==> src/rtl/dds_wave_gen_if.sv <==
// Configuration port of dds_wave_gen: valid/ready retune request carrying the
// frequency tuning word, phase offset, waveform select and apply-at-wrap flag.
interface dds_wave_gen_if #(
    parameter int unsigned ACC_W  = 32,
    parameter int unsigned ADDR_W = 12
);
    logic              cfg_valid;
    logic              cfg_ready;
    logic [ACC_W-1:0]  cfg_ftw;
    logic [ADDR_W-1:0] cfg_poff;
    logic [1:0]        cfg_wave;
    logic              cfg_sync;

    modport master (
        output cfg_valid, cfg_ftw, cfg_poff, cfg_wave, cfg_sync,
        input  cfg_ready
    );

    modport slave (
        input  cfg_valid, cfg_ftw, cfg_poff, cfg_wave, cfg_sync,
        output cfg_ready
    );
endinterface

==> src/rtl/dds_wave_gen.sv <==
// dds_wave_gen: DDS waveform generator. Phase accumulator (S0), offset phase to the
// sine ROM address (S1), ROM read with delayed phase/wave (S2), waveform select (S3).
// Retune through a valid/ready port, applied immediately or at the next accumulator wrap.
// Optional feature: define DDS_DITHER_EN to add LFSR dither to the phase ahead of S1.
module dds_wave_gen #(
    parameter int unsigned ACC_W  = 32,
    parameter int unsigned ADDR_W = 12,
    parameter int unsigned DATA_W = 8
) (
    input  logic              sys_clk,
    input  logic              sys_rst,
    input  logic              en,
    dds_wave_gen_if.slave     cfg,
    output logic [ADDR_W-1:0] rom_addr,
    input  logic [DATA_W-1:0] rom_data,
    output logic [DATA_W-1:0] dac_data,
    output logic              dac_valid,
    output logic              wrap_pulse
);

    typedef enum logic [1:0] {
        WaveSine   = 2'b00,
        WaveSquare = 2'b01,
        WaveTri    = 2'b10,
        WaveSaw    = 2'b11
    } wave_e;

    logic [ACC_W-1:0]  acc_q;
    logic [ACC_W-1:0]  acc_sum;
    logic [ACC_W-1:0]  acc_src;
    logic              carry;
    logic              carry_en;

    logic [ACC_W-1:0]  ftw_act_q;
    logic [ACC_W-1:0]  ftw_sh_q;
    logic [ADDR_W-1:0] poff_act_q;
    logic [ADDR_W-1:0] poff_sh_q;
    wave_e             wave_act_q;
    wave_e             wave_sh_q;

    logic              pend_q;
    logic              pend_d;
    logic              ready_q;
    logic              accept;
    logic              apply_sh;

    logic [ADDR_W-1:0] phase_s1;
    wave_e             wave_s1_q;
    logic              valid_s1_q;
    // Only the phase bits any computed waveform needs travel to S3.
    logic [DATA_W:0]   phase_s2_q;
    wave_e             wave_s2_q;
    logic              valid_s2_q;
    logic [DATA_W-1:0] tri_t;
    logic [DATA_W-1:0] sample;

    assign {carry, acc_sum} = {1'b0, acc_q} + {1'b0, ftw_act_q};
    assign carry_en         = en & carry;
    assign cfg.cfg_ready    = ready_q;

    // S0: accumulator advances only when enabled; carry-out becomes the wrap pulse.
    always_ff @(posedge sys_clk) begin
        if (sys_rst) begin
            acc_q      <= '0;
            wrap_pulse <= 1'b0;
        end else begin
            if (en) begin
                acc_q <= acc_sum;
            end
            wrap_pulse <= carry_en;
        end
    end

    // Pending-config bookkeeping: a sync request waits for the next enabled carry.
    always_comb begin
        accept   = cfg.cfg_valid & ready_q;
        apply_sh = pend_q & carry_en;
        pend_d   = pend_q;
        if (apply_sh) begin
            pend_d = 1'b0;
        end else if (accept && cfg.cfg_sync) begin
            pend_d = 1'b1;
        end
    end

    // Active/shadow config registers; ready drops while a sync request is pending.
    always_ff @(posedge sys_clk) begin
        if (sys_rst) begin
            ftw_act_q  <= '0;
            poff_act_q <= '0;
            wave_act_q <= WaveSine;
            ftw_sh_q   <= '0;
            poff_sh_q  <= '0;
            wave_sh_q  <= WaveSine;
            pend_q     <= 1'b0;
            ready_q    <= 1'b0;
        end else begin
            pend_q  <= pend_d;
            ready_q <= ~pend_d;
            if (apply_sh) begin
                ftw_act_q  <= ftw_sh_q;
                poff_act_q <= poff_sh_q;
                wave_act_q <= wave_sh_q;
            end else if (accept) begin
                if (cfg.cfg_sync) begin
                    ftw_sh_q  <= cfg.cfg_ftw;
                    poff_sh_q <= cfg.cfg_poff;
                    wave_sh_q <= wave_e'(cfg.cfg_wave);
                end else begin
                    ftw_act_q  <= cfg.cfg_ftw;
                    poff_act_q <= cfg.cfg_poff;
                    wave_act_q <= wave_e'(cfg.cfg_wave);
                end
            end
        end
    end

`ifdef DDS_DITHER_EN
    localparam int unsigned DITH_W = ((ACC_W - ADDR_W) < 16) ? (ACC_W - ADDR_W) : 16;

    logic [15:0] lfsr_q;

    // Fibonacci LFSR, taps 16,14,13,11; free-running every cycle.
    always_ff @(posedge sys_clk) begin
        if (sys_rst) begin
            lfsr_q <= 16'hACE1;
        end else begin
            lfsr_q <= {lfsr_q[14:0], lfsr_q[15] ^ lfsr_q[13] ^ lfsr_q[12] ^ lfsr_q[10]};
        end
    end

    assign acc_src = acc_q + ACC_W'(lfsr_q[DITH_W-1:0]);
`else
    assign acc_src = acc_q;
`endif

    assign phase_s1 = acc_src[ACC_W-1 -: ADDR_W] + poff_act_q;

    // S1/S2: ROM address, then phase/wave/valid delayed to line up with rom_data.
    always_ff @(posedge sys_clk) begin
        if (sys_rst) begin
            rom_addr   <= '0;
            wave_s1_q  <= WaveSine;
            valid_s1_q <= 1'b0;
            phase_s2_q <= '0;
            wave_s2_q  <= WaveSine;
            valid_s2_q <= 1'b0;
        end else begin
            rom_addr   <= phase_s1;
            wave_s1_q  <= wave_act_q;
            valid_s1_q <= en;
            phase_s2_q <= rom_addr[ADDR_W-1 -: DATA_W+1];
            wave_s2_q  <= wave_s1_q;
            valid_s2_q <= valid_s1_q;
        end
    end

    // S3 waveform shaping from the aligned phase and ROM word.
    always_comb begin
        tri_t  = phase_s2_q[DATA_W-1:0];
        sample = '0;
        unique case (wave_s2_q)
            WaveSine:   sample = rom_data;
            WaveSquare: sample = {DATA_W{phase_s2_q[DATA_W]}};
            WaveTri:    sample = phase_s2_q[DATA_W] ? ~tri_t : tri_t;
            WaveSaw:    sample = phase_s2_q[DATA_W:1];
        endcase
    end

    // S3 output register.
    always_ff @(posedge sys_clk) begin
        if (sys_rst) begin
            dac_data  <= '0;
            dac_valid <= 1'b0;
        end else begin
            dac_data  <= sample;
            dac_valid <= valid_s2_q;
        end
    end

endmodule
==> src/flat_wrapper.sv <==
// flat-port wrapper written by rule: the top's interface ports become plain ports
module dds_wave_gen_flat 
#(
    parameter int unsigned ACC_W  = 32,
    parameter int unsigned ADDR_W = 12,
    parameter int unsigned DATA_W = 8
)
  (sys_clk, sys_rst, en, rom_addr, rom_data, dac_data, dac_valid, wrap_pulse, cfg_cfg_valid, cfg_cfg_ftw, cfg_cfg_poff, cfg_cfg_wave, cfg_cfg_sync, cfg_cfg_ready);
  dds_wave_gen_if #(.ACC_W(ACC_W), .ADDR_W(ADDR_W)) cfg_i ();
  input  logic sys_clk;
  input  logic sys_rst;
  input  logic en;
  output logic [ADDR_W-1:0] rom_addr;
  input  logic [DATA_W-1:0] rom_data;
  output logic [DATA_W-1:0] dac_data;
  output logic dac_valid;
  output logic wrap_pulse;
  input wire logic [$bits(cfg_i.cfg_valid)-1:0] cfg_cfg_valid;
  input wire logic [$bits(cfg_i.cfg_ftw)-1:0] cfg_cfg_ftw;
  input wire logic [$bits(cfg_i.cfg_poff)-1:0] cfg_cfg_poff;
  input wire logic [$bits(cfg_i.cfg_wave)-1:0] cfg_cfg_wave;
  input wire logic [$bits(cfg_i.cfg_sync)-1:0] cfg_cfg_sync;
  output wire logic [$bits(cfg_i.cfg_ready)-1:0] cfg_cfg_ready;
  assign cfg_i.cfg_valid = cfg_cfg_valid;
  assign cfg_i.cfg_ftw = cfg_cfg_ftw;
  assign cfg_i.cfg_poff = cfg_cfg_poff;
  assign cfg_i.cfg_wave = cfg_cfg_wave;
  assign cfg_i.cfg_sync = cfg_cfg_sync;
  assign cfg_cfg_ready = cfg_i.cfg_ready;
  dds_wave_gen #(.ACC_W(ACC_W), .ADDR_W(ADDR_W), .DATA_W(DATA_W)) u_core (.sys_clk(sys_clk), .sys_rst(sys_rst), .en(en), .cfg(cfg_i), .rom_addr(rom_addr), .rom_data(rom_data), .dac_data(dac_data), .dac_valid(dac_valid), .wrap_pulse(wrap_pulse));
endmodule
==> config.mk <==
export PLATFORM = sky130hd
export DESIGN_NAME = dds_wave_gen_flat
export DESIGN_NICKNAME = d
export VERILOG_FILES = /design/src/rtl/dds_wave_gen_if.sv /design/src/rtl/dds_wave_gen.sv /design/src/flat_wrapper.sv
export SDC_FILE = /design/constraint.sdc
export NUM_CORES = 1
export LEC_CHECK = 0
export ABC_AREA = 1
export BUFFER_PORTS_ARGS = -buffer_cell sky130_fd_sc_hd__buf_2
export CAP_MARGIN = 0
export CORE_ASPECT_RATIO = 0.7
export CORE_MARGIN = 1
export CORE_UTILIZATION = 50
export DETAILED_ROUTE_END_ITERATION = 8
export PLACE_DENSITY = 0.68
export SLEW_MARGIN = 20
export SYNTH_ARGS = -nofsm -noshare
export SYNTH_HDL_FRONTEND = slang
export SYNTH_SLANG_ARGS = --single-unit
==> constraint.sdc <==
create_clock -name sys_clk -period 4.1 [get_ports sys_clk]
set_clock_uncertainty 0.1 [all_clocks]
set_input_delay 0.615 -clock sys_clk [delete_from_list [all_inputs] [get_ports sys_clk]]
set_output_delay 0.615 -clock sys_clk [all_outputs]
set_load 0.01 [all_outputs]
---- After elaboration in Yosys (flattened, before gate mapping) ----
Cells that the tools add are included.
cells by class
  muxes and demuxes ....................... 13
  eq/ne operators ......................... 4
  reductions and logical operators ........ 5
  $add $sub $neg .......................... 2
  bitwise operators ....................... 6
operators by type and width
  cell                  number
  $mux W32              3
  $mux W12              3
  $add A32 B32 Y33      1
  $pmux W8 S4           1
  $add A12 B12 Y12      1
  $mux W8               1
  $not A8 Y8            1
  $mux W2               3
  $eq A2 B2 Y1 const B  2
  $and A1 B1 Y1         3
  $reduce_and A3 Y1     1
  $eq A2 B1 Y1 const B  1
  $logic_not A2 Y1      1
  $mux W1               2
  $ne A2 B1 Y1 const B  1
  $not A1 Y1            2
  $reduce_and A2 Y1     1
  $reduce_bool A2 Y1    1
  $logic_and A1 B1 Y1   1
word-level totals
  register bits after elaboration ......... 163
  output and inout port bits .............. 23
  input bits .............................. 59
  logic and storage cells ................. 48

---- Logic depth before layout (Yosys ltp) ----
Gate-level depths: netlist of run 1.
  depth after elaboration ................. 5
  mapped depth ............................ 17
  mapped depth without buffers ............ 16

---- Least setup slack after synthesis of run 1 ----
OpenSTA, ideal clock, no wires.
  path kind ............................... reg-to-reg
  start point ............................. reg u_core.ftw_act_q[0]
  end point ............................... reg u_core.ftw_sh_q[0]
  slack ................................... 1.749 ns
  arrival ................................. 2.108 ns
  library setup time ...................... 0.143 ns
  stages on the path, launching flop included .. 18
  required time ........................... 3.857 ns
  period minus slack after synthesis ...... 2.351 ns
  cells stage by stage .................... dfxtp_1 ha_1 inv_1 fa_1 inv_1 nand3_1 nand2_1 nand2_1 nand2_2 nand2_1 nand2_2 nand2_4 nand2_8 nand2_8 buf_12 buf_6 nand3_2 a21oi_2
between the ends
  cells in the longest elaborated chain, start to end .. 5
RTL lines
  item                                RTL line             RTL
  start, declared                     dds_wave_gen.sv:34   logic [ACC_W-1:0] ftw_act_q;
  start signal, assigned              dds_wave_gen.sv:101  ftw_act_q <= ftw_sh_q;
  start signal, assigned              dds_wave_gen.sv:110  ftw_act_q <= cfg.cfg_ftw;
  $add A32 B32 Y33                    dds_wave_gen.sv:57   assign {carry, acc_sum} = {1'b0, acc_q} + {1'b0, ftw_act_q};
  $and A1 B1 Y1                       dds_wave_gen.sv:58   assign carry_en = en & carry;
  $and A1 B1 Y1                       dds_wave_gen.sv:77   apply_sh = pend_q & carry_en;
  $not A1 Y1 (no source line)         n/a
  $reduce_and A3 Y1 (no source line)  n/a
  end signal, assigned                dds_wave_gen.sv:106  ftw_sh_q <= cfg.cfg_ftw;
  end, declared                       dds_wave_gen.sv:35   logic [ACC_W-1:0] ftw_sh_q;
Every way passes these cells.
A chain may end at the register's enable or synchronous reset.

---- Final worst setup path of run 1 ----
  start point ............................. reg u_core.ftw_act_q[0]
  end point ............................... reg u_core.ftw_sh_q[15]
Same word-level chain as after synthesis.

==> flow_metrics.env, run 1 <==
export IMPL_ctsHoldBuffers=0
export IMPL_async_flop_share_pct=0
export IMPL_vias_per_cell=5.12
export IMPL_slew_headroom_pct=41.8
export IMPL_antenna_left=0
export IMPL_synth_top_area_cell="dfxtp_1"
export IMPL_required_ps=4370
export IMPL_drc=0
export IMPL_synth_compound_area_share_pct=15.4
export IMPL_critPathArrivalTime_ps=3570
export IMPL_fin_crit_sh_pct=80.6
export IMPL_vias=8939
export IMPL_die_w_microns=171
export IMPL_h_tree_depth=4
export IMPL_synth_top_area_share_pct=32.5
export IMPL_min_period_ps=3300
export IMPL_track_usage_pct=26.2
export IMPL_combPwrFrac_pct=12.2
export IMPL_synth_top_family_by_area="simple AND/OR/NAND/NOR gates"
export IMPL_min_delay_path_class="reg2reg"
export IMPL_p_sw_share_pct=29.5
export IMPL_cts_tree="done"
export IMPL_synthFlopType="dfxtp_1"
export IMPL_synth_seq_cells=163
export IMPL_worst_setup_path_end_kind="flop"
export IMPL_rsz0062_at_grt="false"
export IMPL_final_cells=1746
export IMPL_hold_viol=0
export IMPL_worstMarginPinSlew_ps=872
export IMPL_portBuffers=81
export IMPL_p_sw_w=0.00111
export IMPL_start_util_pct=52.0
export IMPL_dp_cells=1714
export IMPL_syn_inst=1425
export IMPL_drt_iter0_markers=762
export IMPL_area_growth_pct=10.6
export IMPL_grt_ovfl_total=0
export IMPL_gp_congestion=0.942
export IMPL_p_per_area_nw_per_um2=338
export IMPL_synthXorXnorAreaFrac_pct=1.57
export IMPL_rows=42
export IMPL_drt_wirelength_per_cell_microns=14.7
export IMPL_synth_adder_area_share_pct=5.76
export IMPL_cts_sinks=163
export IMPL_dieArea_sq_um=20600
export IMPL_leakage_nw=4.94
export IMPL_internal_power_w=0.00265
export IMPL_grt_pass1_vias=8043
export IMPL_io_pins=82
export IMPL_path_clk_slew_ps=70
export IMPL_synth_simple_area_share_pct=34.0
export IMPL_nFillCells=1895
export IMPL_startpoint_type="flop"
export IMPL_crit_start="u_core.ftw_act_q[0]$_SDFFE_PP0P_"
export IMPL_synth_area_mux_share_pct=0
export IMPL_clk_latency_ps=440
export IMPL_drv_cap=0
export IMPL_syn_avg_cell_area_sq_um=7.04
export IMPL_setup_viol=0
export IMPL_ys_seq_area_share_pct=32.5
export IMPL_cts_made_buffers=17
export IMPL_vdd_ir_drop_max_uv=279
export IMPL_drv_slew=0
export IMPL_setup_tns_ps=0
export IMPL_drive_above_1_share_pct=20.7
export IMPL_p_seq_share_pct=45.5
export IMPL_cts_resized=0
export IMPL_synth_edf_count=0
export IMPL_grt_max_degree=73
export IMPL_r2r_start="u_core.ftw_act_q[0]$_SDFFE_PP0P_"
export IMPL_core_area_sq_um=19300
export IMPL_nets=1573
export IMPL_grt_pass1_wl_microns=42300
export IMPL_hold_start="u_core.valid_s1_q$_SDFF_PP0_"
export IMPL_die_h_microns=120
export IMPL_cts_setup_buffers=0
export IMPL_status="complete, no violations"
export IMPL_synth_area_sq_um=10000
export IMPL_synth_area_top_cells="dfxtp_1 (33%), nand2_1 (15%), nand3_2 (8.8%)"
export IMPL_antenna_cells=0
export IMPL_wirelength_microns=25700
export IMPL_firstDrtPassIters=6
export IMPL_synthesis_nets=1529
export IMPL_max_freq_ghz=0.303
export IMPL_power_frac_clock_pct=42.2
export IMPL_cp_max_fo=46
export IMPL_cts_root_buf="clkbuf_16"
export IMPL_ys_warn_count=0
export IMPL_clock_tree_buffer_depth=2
export IMPL_antenna_found_initial=1
export IMPL_ys_types=37
export IMPL_crit_type="reg2reg"
export IMPL_hpwl_microns=18300
[synth_stat cells, types with 3 or more instances]
cell	number
a21o_1	4
a21oi_1	75
a21oi_2	74
a31oi_1	4
buf_1	3
buf_2	19
buf_6	6
clkbuf_1	34
dfxtp_1	163
ha_1	43
inv_1	183
inv_2	5
nand2_1	390
nand2_2	5
nand3_1	83
nand3_2	88
nand4_1	5
nor2_1	127
nor3_1	9
o21ai_0	54
o21bai_1	9
o221a_2	5
xor2_1	16
[power groups by stage]
stage | clock network [W] | registers [W] | logic [W]
final | 0.00158 | 0.00171 | 0.000459
after global routing | 0.00166 | 0.00172 | 0.000518
after CTS | 0.00161 | 0.00171 | 0.000457
after detailed placement | 0 | 0.00174 | 0.000454
after global placement | 0 | 0.00174 | 0.000447
after floorplan | 0 | 0.00173 | 0.000315
[path summary, 6_finish.rpt]
path	end	slack, ps	cells past startpoint
setup / recovery	u_core.ftw_sh_q[15]$_SDFFE_PP0P_	800	16
hold / removal	u_core.valid_s2_q$_SDFF_PP0_	300	2
setup reg to reg	u_core.ftw_sh_q[15]$_SDFFE_PP0P_	800	16
hold reg to reg	u_core.valid_s2_q$_SDFF_PP0_	300	2
[final cells by class]
cell class | instances | area (sq um) | share of cell area [%]
clock inverters | 14 | 141 | 1.27
clock buffers | 18 | 439 | 3.96
inverters | 189 | 709 | 6.39
repair buffers | 91 | 512 | 4.61
multi-input cells | 1007 | 5700 | 51.4
well taps | 264 | 330 | 2.98
flip-flops and latches | 163 | 3260 | 29.4
[per-stage QoR]
stage / utilization, % / power [W] / area [sq um] / setup WS [ps] / hold WS [ps]
final: 57.5 / 0.00375 / 11100 / 797 / 304
after global routing: 57.5 / 0.00390 / 11100 / 510 / 330
after CTS: 57.5 / 0.00377 / 11100 / 813 / 307
after detailed placement: 54.5 / 0.00220 / 10500 / 842 / 297
after global placement: 54.5 / 0.00219 / 10500 / 958 / 296
after floorplan: - / 0.00205 / 10000 / 1750 / 288
[sequential cells by signal (all words and copies together) (netlist names), 2 cells and up]
name / cells
u_core.acc_q: 32
u_core.ftw_act_q: 32
u_core.ftw_sh_q: 32
u_core.poff_act_q: 12
u_core.poff_sh_q: 12
u_core.rom_addr: 12
u_core.phase_s2_q: 9
u_core.dac_data: 8
u_core.wave_act_q: 2
u_core.wave_s1_q: 2
u_core.wave_s2_q: 2
u_core.wave_sh_q: 2
[cell families after synthesis]
| logic type | Yosys count |
|---|---|
| DFF | 163 |
| adders and majority gates | 45 |
| buffers and inverters | 255 |
| AOI/OAI and AO/OA | 233 |
| xor gates and xnor gates | 18 |
| and+or+nand+nor | 711 |
[worst max-delay path, stage by stage (launching register included)]
cell and delay, ps:
dfxtp_1 350, ha_1 200, inv_1 60, fa_1 410, inv_1 100, nand3_1 70
nand2_1 130, nand2_1 80, nand2_2 90, nand2_1 70, nand2_2 110, nand2_4 70
nand2_8 240, nand2_8 280, nand2_4 500, nand2_1 160, a21oi_2 140
[per-layer routing]
metal	routed length (microns)	track usage, %
met5	12	0
met4	297	6.75
met3	1980	5.56
met2	9740	34.2
met1	13700	42.0
[layout by cell type (no fill, tap or decap), types with 2 or more instances in the layout]
master / instances
nand2_1: 390
a31oi_1: 4
clkbuf_16: 17
inv_2: 5
nand3_2: 88
inv_1: 183
fa_1: 2
nand2_4: 2
buf_12: 2
nor3_1: 9
a21oi_1: 75
xor2_1: 16
nand2_2: 5
nand4_1: 5
clkinvlp_4: 2
dfxtp_1: 163
buf_4: 8
nor2_1: 125
nand2_8: 2
o21ai_1: 2
a21o_1: 4
ha_1: 43
nor2_4: 2
nand3_1: 83
inv_6: 5
buf_2: 80
o21ai_0: 54
clkinv_8: 2
o221a_2: 5
inv_8: 4
a21oi_2: 74
o21bai_1: 9
xnor2_1: 2
Note: power is estimated with default switching activity, not from simulation.
==> run 2, diff against run 1 <==
--- a/config.mk
+++ b/config.mk
@@ -5,14 +5,14 @@
 export SDC_FILE = /design/constraint.sdc
 export NUM_CORES = 1
 export LEC_CHECK = 0
-export ABC_AREA = 1
+export ABC_AREA = 0
 export BUFFER_PORTS_ARGS = -buffer_cell sky130_fd_sc_hd__buf_2
 export CAP_MARGIN = 0
 export CORE_ASPECT_RATIO = 0.7
 export CORE_MARGIN = 1
 export CORE_UTILIZATION = 50
 export DETAILED_ROUTE_END_ITERATION = 8
-export PLACE_DENSITY = 0.68
+export PLACE_DENSITY = 0.72
 export SLEW_MARGIN = 20
 export SYNTH_ARGS = -nofsm -noshare
 export SYNTH_HDL_FRONTEND = slang
==> constraint.sdc (replaced) <==
create_clock -name sys_clk -period 2.7 [get_ports sys_clk]
set_clock_uncertainty 0.1 [all_clocks]
set_input_delay 0.405 -clock sys_clk [delete_from_list [all_inputs] [get_ports sys_clk]]
set_output_delay 0.405 -clock sys_clk [all_outputs]
set_load 0.01 [all_outputs]
==> run 2 against run 1 <==
  * The run now ends with setup timing left
  * Sequential power rose by 49%
  * Setup slack got worse by 930 ps
  * Non-clock buffer count rose by 65
  * Largest power group unchanged
  * Clock power rose by 48%
  * Design area fell by 3.3%
  * Via count fell by 15%
  * Synthesized cell count fell by 29%
  * Clock-buffer cell count did not move
  * Fmax rose by 17%
  * First-iteration DRC count fell by 17%
  * Utilization rose by 7.3 points
  * Worst hold slack got worse by 170 ps
==> flow_metrics.env, run 2 <==
export IMPL_vias=7590
export IMPL_crit_chain="ha_4 -> inv_2 -> fa_2 -> nor2b_2 -> o31a_1 -> nor2_1 -> o211ai_1 -> nand4_1 -> a2111oi_4 -> mux2i_1 -> o311ai_2"
export IMPL_reg2reg_setup_slack_ps=-130
export IMPL_crit_buf_inv=1
export IMPL_placedInstanceArea_sq_um=9410
export IMPL_async_flop_share_pct=0
export IMPL_hold_viol=0
export IMPL_setup_viol=94
export IMPL_gp_congestion=0.895
export IMPL_synth_most_common_cell="dfxtp_1"
export IMPL_worst_setup_path_end_kind="flop"
export IMPL_cts_tree="done"
export IMPL_path_clk_slew_ps=60
export IMPL_cp_slowest_cell="a2111oi_4"
export IMPL_p_per_area_nw_per_um2=512
export IMPL_cp_max_fo=3
export IMPL_fin_total_pwr_w=0.00549
export IMPL_status="finished with violations"
export IMPL_r2r_start="u_core.ftw_act_q[0]$_SDFFE_PP0P_"
export IMPL_synth_commonest_cells="dfxtp_1 (163), nand2_1 (129), a21oi_1 (107), o21ai_0 (73), nor2_1 (63)"
export IMPL_clock_tree_buffer_depth=2
export IMPL_wirelength_microns=23500
export IMPL_synth_top_area_cell="dfxtp_1"
export IMPL_grt_pass1_wl_microns=33500
export IMPL_drt_wirelength_per_cell_microns=17.3
export IMPL_clk_latency_ps=430
export IMPL_hpwl_microns=13500
export IMPL_antenna_cells=0
export IMPL_rsz0062_at_grt="true"
export IMPL_firstDrtPassIters=5
export IMPL_vdd_ir_drop_max_uv=365
export IMPL_crit_cells=11
export IMPL_drive_above_1_share_pct=26.8
export IMPL_dp_slack_ps=-157
export IMPL_ys_types=51
export IMPL_grt_ovfl_total=0
export IMPL_crit_type="reg2reg"
export IMPL_synth_edf_count=0
export IMPL_antenna_left=0
export IMPL_final_common_cell="dfxtp_1"
export IMPL_final_cells=1357
export IMPL_setup_tns_ps=-6180
export IMPL_min_period_ps=2830
export IMPL_cts_root_buf="clkbuf_16"
export IMPL_vias_per_cell=5.59
export IMPL_regToRegEndpoint="u_core.acc_q[30]$_SDFFE_PP0P_"
export IMPL_ys_seq_area_share_pct=38.0
export IMPL_leakage_nw=4.65
export IMPL_ys_warn_count=0
export IMPL_drv_cap=0
export IMPL_synth_seq_cells=163
export IMPL_h_tree_depth=4
export IMPL_synth_area_sq_um=8580
export IMPL_ctsHoldBuffers=0
export IMPL_max_freq_ghz=0.353
export IMPL_synth_area_top_cells="dfxtp_1 (38%), ha_1 (6.3%), a21oi_1 (6.2%)"
export IMPL_r2r_cells=11
export IMPL_grt_pass1_vias=6657
export IMPL_required_ps=2900
export IMPL_syn_inst=1015
export IMPL_critPathArrivalTime_ps=3030
export IMPL_drv_slew=0
export IMPL_area_growth_pct=25.1
export IMPL_die_w_microns=159
export IMPL_antenna_found_initial=0
export IMPL_core_area_sq_um=16500
export IMPL_crit_start="u_core.ftw_act_q[0]$_SDFFE_PP0P_"
export IMPL_nets=1224
export IMPL_nFillCells=1353
export IMPL_die_h_microns=112
export IMPL_synth_top_area_share_pct=38.0
export IMPL_drc=0
export IMPL_synthFlopType="dfxtp_1"
export IMPL_startpoint_type="flop"
export IMPL_critPathTopFamily="compound AO/OA/AOI/OAI gates"
export IMPL_dp_cells=1299
export IMPL_syn_avg_cell_area_sq_um=8.45
export IMPL_track_usage_pct=24.0
export IMPL_portBuffers=81
export IMPL_critPathMaxStageDelay_ps=410
export IMPL_slew_headroom_pct=43.8
export IMPL_crit_path_end="u_core.acc_q[30]$_SDFFE_PP0P_"
export IMPL_synthesis_nets=1119
export IMPL_worstMarginPinSlew_ps=843
export IMPL_dieArea_sq_um=17700
export IMPL_fin_ws_ps=-132
export IMPL_mostFrequentLayoutCells="dfxtp_1 (159), nand2_1 (113), a21oi_1 (81), buf_2 (80), nor2_1 (62)"
export IMPL_stdcell_area_sq_um=10700
export IMPL_cts_sinks=163
export IMPL_rows=39
export IMPL_grt_max_degree=96
export IMPL_drt_iter0_markers=631
export IMPL_cts_made_buffers=17
export IMPL_min_delay_path_class="in2reg"
export IMPL_io_pins=82
export IMPL_fin_crit_sh_pct=105
export IMPL_reg_largest_list="u_core.acc_q x32, u_core.ftw_act_q x32, u_core.ftw_sh_q x32"
export IMPL_start_util_pct=51.9
export IMPL_violations="setup timing"
run 2: cell types whose count changed after synthesis, moves of 32 or more:
cell      change
a21oi_1      +32
a21oi_2      -74
inv_1       -168
mux2_2       +47
nand2_1     -261
nand2b_1     +56
nand3_1      -77
nand3_2      -88
nand3b_1     +48
nor2_1       -64
run 2: final cells by class:
cell class,instances,area [sq um],area share (%)
Tap cell,225,282,2.62
Inverter,15,56.3,0.525
Clock inverter,13,128,1.19
Timing Repair Buffer,156,1290,12.0
Sequential cell,163,3270,30.5
Clock buffer,18,439,4.09
Multi-Input combinational cell,767,5270,49.1
run 2: worst min path at each step:
stage / slack [ps] / cells after the start / startpoint / to
detailed placement: 330 / 1 / u_core.wave_s1_q[0]$_SDFF_PP0_ / u_core.wave_s2_q[0]$_SDFF_PP0_
global placement: 330 / 1 / u_core.wave_s1_q[0]$_SDFF_PP0_ / u_core.wave_s2_q[0]$_SDFF_PP0_
global route: 130 / 3 / cfg_cfg_poff[10] / u_core.poff_sh_q[10]$_SDFFE_PP0P_
CTS: 120 / 3 / cfg_cfg_wave[0] / u_core.wave_sh_q[0]$_SDFFE_PP0P_
finish: 130 / 3 / cfg_cfg_wave[0] / u_core.wave_sh_q[0]$_SDFFE_PP0P_
floorplan: 310 / 1 / u_core.valid_s2_q$_SDFF_PP0_ / u_core.dac_valid$_SDFF_PP0_
run 2: stage by stage:
step           util [%]  hold WS, ps
2_1_floorplan         -          314
3_3_place_gp       56.9          327
3_5_place_dp       56.9          328
4_1_cts            61.2          123
5_1_grt            64.9          129
6_report           64.9          131
run 2: power breakdown:
part | switching (W) | total, W | internal [W]
clock network | 0.00104 | 0.00234 | 0.00130
logic | 0.000320 | 0.000607 | 0.000287
registers | 0.0000563 | 0.00255 | 0.00249
total | 0.00141 | 0.00549 | 0.00408
run 2: kinds of logic (layout without fill, tap and decap cells):
logic type	Yosys count	count (layout)	share of synthesized area [%]
mux	64	64	8.15
fa+ha+maj	45	45	6.74
compound gates	259	259	17.4
xor+xnor	41	41	4.19
simple gates	358	358	21.1
flops	163	163	38.0
buf+inv	85	202	4.38
run 2: worst register-to-register path, delay by kind of cell, from the launching register on:
kind            cells  cell delay, ps
compound gates      4            1000
buf+inv             1              40
fa+ha+maj           2             510
mux                 1             260
simple gates        3             450
flops               1             350
run 2: layer usage:
| layer | wire length (microns) | GRT usage [%] |
|---|---|---|
| met3 | 1640 | 4.40 |
| met1 | 11600 | 37.1 |
| met5 | 52 | 0 |
| met4 | 473 | 6.60 |
| met2 | 9700 | 33.5 |
run 2: repair_timing:
item / CTS / global route
setup buffers: 8 / 9
pin swaps: 9 / 46
setup endpoints to repair: 53 / 99
gates cloned: 2 / 11
resized for setup: 8 / 107
==> run 3, diff against run 2 <==
==> constraint.sdc (replaced) <==
create_clock -name sys_clk -period 2.6 [get_ports sys_clk]
set_clock_uncertainty 0.1 [all_clocks]
set_input_delay 0.39 -clock sys_clk [delete_from_list [all_inputs] [get_ports sys_clk]]
set_output_delay 0.39 -clock sys_clk [all_outputs]
set_load 0.01 [all_outputs]
==> run 3 against run 2 <==
  * The run still ends with setup timing left
  * Via count is 4.3% higher
  * Setup slack better by 7.2 ps
  * Combinational power is 18% higher
  * Design area is 8.3% higher
  * Global-route usage is 2.8 points higher
  * Critical endpoint is now u_core.ftw_sh_q[23]$_SDFFE_PP0P_
  * Largest power group unchanged
==> flow_metrics.env, run 3 (synthesis gave the netlist of run 2 again) <==
export IMPL_wirelength_microns=25800
export IMPL_drc=0
export IMPL_placedInstanceArea_sq_um=9550
export IMPL_status="finished with violations"
export IMPL_startpoint_type="flop"
export IMPL_final_common_cell="dfxtp_1"
export IMPL_whs_endpoint="u_core.dac_data[6]$_SDFF_PP0_"
export IMPL_worstMarginPinSlew_ps=568
export IMPL_worst_setup_path_end_kind="flop"
export IMPL_critPathTopFamily="compound AO/OA/AOI/OAI gates"
export IMPL_hpwl_microns=13800
export IMPL_hold_viol=0
export IMPL_gp_congestion=0.909
export IMPL_reg_largest_list="u_core.acc_q x32, u_core.ftw_act_q x32, u_core.ftw_sh_q x32"
export IMPL_slew_headroom_pct=62.1
export IMPL_die_w_microns=159
export IMPL_core_area_sq_um=16500
export IMPL_area_growth_pct=35.4
export IMPL_clk_latency_ps=430
export IMPL_portBuffers=81
export IMPL_antenna_left=0
export IMPL_hold_start="rom_data[6]"
export IMPL_required_ps=2820
export IMPL_path_clk_slew_ps=70
export IMPL_critPathArrivalTime_ps=2950
export IMPL_r2r_cells=12
export IMPL_max_freq_ghz=0.367
export IMPL_stdcell_area_sq_um=11600
export IMPL_min_period_ps=2720
export IMPL_grt_pass1_wl_microns=36900
export IMPL_cts_root_buf="clkbuf_16"
export IMPL_dieArea_sq_um=17700
export IMPL_grt_max_degree=92
export IMPL_ctsHoldBuffers=0
export IMPL_p_per_area_nw_per_um2=511
export IMPL_drv_cap=0
export IMPL_r2r_start="u_core.ftw_act_q[2]$_SDFFE_PP0P_"
export IMPL_antenna_found_initial=0
export IMPL_min_delay_path_class="in2reg"
export IMPL_cts_tree="done"
export IMPL_antenna_cells=0
export IMPL_crit_type="reg2reg"
export IMPL_drive_above_1_share_pct=36.1
export IMPL_leakage_nw=5.09
export IMPL_start_util_pct=51.9
export IMPL_nets=1252
export IMPL_drt_iter0_markers=815
export IMPL_track_usage_pct=26.8
export IMPL_drt_wirelength_per_cell_microns=18.6
export IMPL_nFillCells=1182
export IMPL_rows=39
export IMPL_crit_buf_inv=3
export IMPL_vdd_ir_drop_max_uv=362
export IMPL_critPathMaxStageDelay_ps=330
export IMPL_reg2reg_setup_slack_ps=-120
export IMPL_cp_slowest_cell="dfxtp_1"
export IMPL_setup_tns_ps=-4300
export IMPL_clock_tree_buffer_depth=2
export IMPL_cp_max_fo=5
export IMPL_h_tree_depth=4
export IMPL_violations="setup timing"
export IMPL_die_h_microns=112
export IMPL_firstDrtPassIters=5
export IMPL_setup_viol=96
export IMPL_crit_chain="ha_1 -> nor2b_2 -> o31a_1 -> o21a_1 -> a21o_1 -> a31oi_4 -> o21ai_4 -> buf_6 -> buf_12 -> buf_16 -> nand3b_1 -> o21ai_1"
export IMPL_regToRegEndpoint="u_core.ftw_sh_q[23]$_SDFFE_PP0P_"
export IMPL_fin_crit_sh_pct=105
export IMPL_io_pins=82
export IMPL_cts_made_buffers=17
export IMPL_fin_ws_ps=-125
export IMPL_worstHoldPathCells=3
export IMPL_rsz0062_at_grt="true"
export IMPL_grt_pass1_vias=7111
export IMPL_drv_slew=0
export IMPL_grt_ovfl_total=0
export IMPL_cts_sinks=163
export IMPL_vias_per_cell=5.71
export IMPL_vias=7914
export IMPL_mostFrequentLayoutCells="dfxtp_1 (159), buf_2 (80), nand2_1 (72), buf_4 (66), nor2_1 (61)"
-- run 3: cell types whose count changed in the layout (fill, tap and decap cells not counted), moves of 6 or more --
cell	change
o21ai_0	-26
a21oi_2	+28
buf_4	+18
nand2_1	-41
nand2_4	+29
a21oi_1	-28
o21ai_2	+10
o21ai_1	+16
nand2_2	+12
buf_12	+6
-- run 3: routing by layer --
layer  wire length, microns  track usage [%]  vias to the layer above
met5                      0                0                        -
met4                    416             7.88                        0
met3                   2220             4.13                       39
met2                  11300             39.3                      340
met1                  11900             40.1                     3735
li1                       -                -                     3800
-- run 3: worst register-to-register path, cell delays in order (launching register included) --
cell	delay, ps
dfxtp_1	330
ha_1	290
nor2b_2	170
o31a_1	280
o21a_1	230
a21o_1	200
a31oi_4	300
o21ai_4	130
buf_6	170
buf_12	130
buf_16	130
nand3b_1	100
o21ai_1	70
-- run 3: report_power, final --
group	switching (W)	leakage (nW)	total, W	internal, W
clock network	0.00111	0.286	0.00257	0.00146
registers	0.0000634	1.33	0.00265	0.00259
logic	0.000373	3.48	0.000719	0.000345
-- run 3: how the worst max path moves through the flow --
| stage | startpoint | to | slack [ps] | depth (start not counted) |
|---|---|---|---|---|
| 2_1_floorplan | u_core.ftw_act_q[7]$_SDFFE_PP0P_ | u_core.ftw_act_q[16]$_SDFFE_PP0P_ | 20 | 12 |
| 3_3_place_gp | u_core.ftw_act_q[0]$_SDFFE_PP0P_ | u_core.acc_q[30]$_SDFFE_PP0P_ | -120 | 11 |
| 3_5_place_dp | u_core.acc_q[0]$_SDFFE_PP0P_ | u_core.acc_q[30]$_SDFFE_PP0P_ | -230 | 11 |
| 4_1_cts | u_core.acc_q[0]$_SDFFE_PP0P_ | u_core.acc_q[30]$_SDFFE_PP0P_ | -170 | 11 |
| 5_1_grt | u_core.ftw_act_q[0]$_SDFFE_PP0P_ | u_core.poff_sh_q[10]$_SDFFE_PP0P_ | -210 | 14 |
| 6_report | u_core.ftw_act_q[2]$_SDFFE_PP0P_ | u_core.ftw_sh_q[23]$_SDFFE_PP0P_ | -120 | 12 |
-- run 3: final cells by class --
| class | count | area [sq um] | share of cell area, % |
|---|---|---|---|
| inverters | 15 | 56.3 | 0.485 |
| flip-flops and latches | 163 | 3270 | 28.1 |
| clock inverters | 13 | 149 | 1.28 |
| multi-input cells | 767 | 5760 | 49.6 |
| repair buffers | 184 | 1660 | 14.3 |
| clock buffers | 19 | 443 | 3.81 |
| well taps | 225 | 282 | 2.42 |
-- run 3: what timing repair did --
action                                 CTS  global route
pin swaps                               36            87
gates resized for setup                101           180
setup endpoints to repair              105           108
gates cloned                             9            11
endpoints found under the hold margin    0             0
setup buffers                           21             9
-- run 3: metrics by stage --
stage	util [%]	std cells	hold slack, ps	worst slack, ps	power [W]
2_1_floorplan	-	1015	314	17.6	0.00306
3_3_place_gp	57.7	1315	324	-123	0.00326
3_5_place_dp	57.7	1315	329	-228	0.00327
4_1_cts	65.5	1375	116	-167	0.00585
5_1_grt	70.2	1386	118	-214	0.00613
6_report	70.2	1386	115	-125	0.00594
